## src/rtl/serial_io_shifter.sv

```systemverilog
// Drives the LED shift chain and reads the DIP load chain on one shared serial clock; one transfer per accept.
// Accept to o_DIP_valid is 2*LATCH_CYC + 2*CLK_DIV*DATA_W + 1 cycles; o_LED_ready is low while busy and requests then are dropped.
module serial_io_shifter #(
   parameter int DATA_W    = 8,
   parameter int CLK_DIV   = 5,
   parameter int LATCH_CYC = 2
) (
   input  logic              i_CLK,
   input  logic              i_SYS_RESET,
   input  logic [DATA_W-1:0] i_LED_data,
   input  logic              i_LED_valid,
   output logic              o_LED_ready,
   output logic [DATA_W-1:0] o_DIP_data,
   output logic              o_DIP_valid,
   output logic              o_busy,
   output logic              o_SCLK,
   output logic              o_LEDData,
   output logic              o_LEDLatch,
   output logic              o_DIPLatch,
   input  logic              i_DIPData
);
   localparam int DIV_W = (CLK_DIV > 1) ? $clog2(CLK_DIV) : 1;
   localparam int LAT_W = (LATCH_CYC > 1) ? $clog2(LATCH_CYC) : 1;
   localparam int BIT_W = (DATA_W > 1) ? $clog2(DATA_W) : 1;

   typedef enum logic [2:0] {IDLE, LOAD, SHIFT, LATCH, DONE} state_t;
   state_t state, state_nxt;

   logic [DATA_W-1:0] tx_sr, rx_sr;
   logic [DIV_W-1:0]  div_cnt;
   logic [LAT_W-1:0]  lat_cnt;
   logic [BIT_W-1:0]  bit_cnt;
   logic              phase_hi;
   logic              led_q;
   logic              accept, div_last, lat_last, bit_last;

   assign accept   = i_LED_valid & o_LED_ready;
   assign div_last = (div_cnt == DIV_W'(CLK_DIV - 1));
   assign lat_last = (lat_cnt == LAT_W'(LATCH_CYC - 1));
   assign bit_last = (bit_cnt == '0);

   always_ff @(posedge i_CLK or negedge i_SYS_RESET) begin
      if (!i_SYS_RESET) state <= IDLE;
      else              state <= state_nxt;
   end

   always_comb begin
      state_nxt = state;
      case (state)
         IDLE:    if (accept) state_nxt = LOAD;
         LOAD:    if (lat_last) state_nxt = SHIFT;
         SHIFT:   if (phase_hi && div_last && bit_last) state_nxt = LATCH;
         LATCH:   if (lat_last) state_nxt = DONE;
         DONE:    state_nxt = IDLE;
         default: state_nxt = IDLE;
      endcase
   end

   always_comb begin
      o_LED_ready = 1'b0;
      o_DIPLatch  = 1'b0;
      o_LEDLatch  = 1'b0;
      o_SCLK      = 1'b0;
      o_DIP_valid = 1'b0;
      case (state)
         IDLE:    o_LED_ready = 1'b1;
         LOAD:    o_DIPLatch  = 1'b1;
         SHIFT:   o_SCLK      = phase_hi;
         LATCH:   o_LEDLatch  = 1'b1;
         DONE:    o_DIP_valid = 1'b1;
         default: ;
      endcase
   end

   assign o_busy = ~o_LED_ready;
   // Outside SHIFT the pin holds the last bit driven, since tx_sr has shifted past it.
   assign o_LEDData = (state == SHIFT) ? tx_sr[DATA_W-1] : led_q;

   always_ff @(posedge i_CLK or negedge i_SYS_RESET) begin
      if (!i_SYS_RESET) begin
         tx_sr      <= '0;
         rx_sr      <= '0;
         div_cnt    <= '0;
         lat_cnt    <= '0;
         bit_cnt    <= '0;
         phase_hi   <= 1'b0;
         led_q      <= 1'b0;
         o_DIP_data <= '0;
      end else begin
         if (accept) begin
            tx_sr   <= i_LED_data;
            bit_cnt <= BIT_W'(DATA_W - 1);
         end
         if (state == LOAD || state == LATCH)
            lat_cnt <= lat_last ? '0 : lat_cnt + 1'b1;
         if (state == SHIFT) begin
            led_q   <= tx_sr[DATA_W-1];
            div_cnt <= div_last ? '0 : div_cnt + 1'b1;
            if (div_last) phase_hi <= ~phase_hi;
            // Sample just before the rising edge; advance the LED word just after the falling edge.
            if (div_last && !phase_hi)
               rx_sr <= DATA_W'({rx_sr, i_DIPData});
            if (div_last && phase_hi) begin
               tx_sr <= tx_sr << 1;
               if (!bit_last) bit_cnt <= bit_cnt - 1'b1;
            end
         end
         if (state == LATCH && lat_last)
            o_DIP_data <= rx_sr;
      end
   end
endmodule

```

## config.mk

```make
export PLATFORM = sky130hd
export DESIGN_NAME = serial_io_shifter
export DESIGN_NICKNAME = d
export VERILOG_FILES = /design/src/rtl/serial_io_shifter.sv
export SDC_FILE = /design/constraint.sdc
export NUM_CORES = 1
export LEC_CHECK = 0
export BUFFER_PORTS_ARGS = -buffer_cell sky130_fd_sc_hd__buf_4
export CAP_MARGIN = 20
export CORE_AREA = 5 5 68 70
export CTS_CLUSTER_DIAMETER = 50
export DETAILED_ROUTE_END_ITERATION = 12
export DIE_AREA = 0 0 73 75
export GPL_TIMING_DRIVEN = 0
export PLACE_DENSITY = 0.64
export SLEW_MARGIN = 20
export SYNTH_ARGS = -nofsm -noshare
export SYNTH_HDL_FRONTEND = slang
export SYNTH_SLANG_ARGS = --single-unit
export TNS_END_PERCENT = 50
```

## constraint.sdc

```tcl
create_clock -name i_CLK -period 2.5 [get_ports i_CLK]
set_input_delay 0.125 -clock i_CLK [delete_from_list [all_inputs] [get_ports i_CLK]]
set_output_delay 0.125 -clock i_CLK [all_outputs]
set_load 0.05 [all_outputs]
```

==> impl_metrics.json <==
{
  "via_count": 1027,
  "synth_top_area_share_pct": 53.5,
  "io_buffers": 26,
  "antenna_cells": 0,
  "final_hold_viol_count": 0,
  "report.final.slew_viol_count": 0,
  "crit_path_start_kind": "flip-flop",
  "cts_setup_buffers": 0,
  "pre_cts_slack_ns": 0.578,
  "track_usage_pct": 11.7,
  "peakVddDrop_mv": 0.489,
  "htree_levels": 2,
  "relSlewSlack_pct": 66.6,
  "grt_overflow": 0,
  "row_count": 23,
  "clk_pin_slew_ns": 0.07,
  "drt_pass1_iterations": 4,
  "ys_seq_area_share_pct": 53.5,
  "timing.final.crit_share_pct": 84.5,
  "dp_hpwl_um": 2010,
  "drc": 0,
  "post_cts_resized": 0,
  "detail-route-antenna-nets": 0,
  "arrival_ns": 1.99,
  "rsz0062_at_grt": "false",
  "core_mm2": 0.00391,
  "ys_warn_count": 0,
  "yosysMostFrequentCell": "dfrtp_1",
  "wirelength_um": 2830,
  "fmax_ghz": 0.474,
  "tightest_slew_ns": 0.500,
  "synth_area_leaders": "dfrtp_1 (53%), mux2_2 (21%), ha_1 (3.0%)",
  "p_per_area_mw_per_mm2": 1240,
  "die_w_um": 73,
  "leakage_nw": 0.973,
  "cap_violations": 0,
  "min_path_type": "input port to flip-flop",
  "yosys.area.top_type": "dfrtp_1",
  "postLayoutCoreUtil_pct": 52.3,
  "grt_pass1_wl_um": 4940,
  "synth_fp_nets": 141,
  "ios": 27,
  "ys_types": 29,
  "syn_inst": 125,
  "synth_top_flop_cell": "dfrtp_1",
  "path_class": "flip-flop to output port",
  "cp_max_fo": 10,
  "drive_above_1_share_pct": 48.1,
  "chipHeight_um": 75,
  "drtIter0Drc": 31,
  "critPathCaptureType": "output port",
  "cts_sinks": 36,
  "final.setup.tns_ns": 0,
  "layout.nets": 175,
  "synth_edf_count": 0,
  "wl_per_cell_um": 13.5,
  "required_ns": 2.38,
  "fin_crit_ns": 2.11,
  "ys_ff_latch": 36,
  "syn_area_per_cell_um2": 13.5,
  "finClkSkew_ns": 0.00807,
  "cts_tree": "done",
  "antenna_found_initial": 0,
  "status": "complete, no violations",
  "first_global_vias": 1115,
  "gp_congestion": 0.783,
  "cts_buffer_depth": 2,
  "setup_viol": 0,
  "vias_per_cell": 4.89,
  "area_delta_synth_final_pct": 21.6,
  "synth_area_mm2": 0.00168,
  "synthArstFlopShare_pct": 100,
  "grt_max_degree": 37,
  "die_area_mm2": 0.00548,
  "layout_setup_ws_ns": 0.388,
  "cts_made_buffers": 5,
  "initial_core_util_pct": 43.0,
  "cts-root-buf": "clkbuf_8",
  "synthTopCellsByCount": "dfrtp_1 (36), mux2_2 (31), inv_1 (6), nor2_1 (6)",
  "clk_latency_ns": 0.29
}
## worst paths after layout
path,from,endpoint,slack [ns],cells after the start
max,state[2],o_LEDData,0.39,4
min,i_DIPData,rx_sr[0],0.07,2
max reg2reg,div_cnt[0],tx_sr[7],0.59,5
min reg2reg,bit_cnt[0],bit_cnt[0],0.49,1
max in group asynchronous,i_SYS_RESET,rx_sr[6],1.83,2
min in group asynchronous,i_SYS_RESET,o_DIP_data[1],0.33,2
## flip-flops by register name, indices dropped and copies added, names as in the netlist
signal and count:
phase_hi 1, o_DIP_data 8, tx_sr 8, bit_cnt 3, rx_sr 8, lat_cnt 1, div_cnt 3, led_q 1
state 3
## power breakdown
group | leakage [nW] | internal [mW] | switching, mW | total, mW
clock | 0.0516 | 0.225 | 0.209 | 0.434
combinational | 0.476 | 0.503 | 0.670 | 1.17
sequential | 0.445 | 0.796 | 0.133 | 0.929
total | 0.973 | 1.52 | 1.01 | 2.54
## per-stage QoR
stage	area (um^2)	power, mW	hold WS (ns)	instances
6_report	2050	2.54	0.0744	210
4_1_cts	2050	2.57	0.0679	210
3_3_place_gp	1940	2.09	0.106	201
2_1_floorplan	1680	1.83	-0.171	125
5_1_grt	2050	2.71	0.0591	210
3_5_place_dp	1940	2.13	0.113	201
## cells in the final DEF, fill, tap and decap left out, types with 3 or more instances in the layout
master and count:
o21ai_0 4, ha_1 4, clkbuf_8 6, dfrtp_1 36, mux2i_1 3, nor2_1 6
mux2_2 31, nand2_1 3, buf_4 28, inv_1 6, nor2b_1 3
## cells by family after synthesis
group | share of synthesized area [%]
compound gates | 3.34
xor+xnor | 1.04
fa+ha+maj | 2.97
buf+inv | 3.71
flops | 53.5
mux | 22.5
simple gates | 12.9
## layer usage
layer | part of all wire [%] | GRT usage, %
met1 | 44 | 14.3
met2 | 49 | 18.6
met3 | 5.4 | 4.14
met4 | 1.0 | 5.12
met5 | 0 | 0
## area by class of cell
type	count	area, um^2
well taps	50	62.6
multi-input cells	77	721
clock inverters	2	13.8
inverters	7	26.3
fillers	368	1870
repair buffers	27	205
flip-flops and latches	36	901
clock buffers	6	82.6
plain buffers	5	36.3
## critical path, stage by stage, from the launching register on
cell	delay, ns
dfrtp_1	0.44
buf_2	0.22
nor3b_2	0.45
mux2_2	0.41
buf_4	0.19
## what timing repair did
item,4_1_cts,5_1_grt
endpoints found under the setup margin,0,0
hold buffers,1,0
endpoints found under the hold margin,36,0
(Power assumes the default switching activity.)
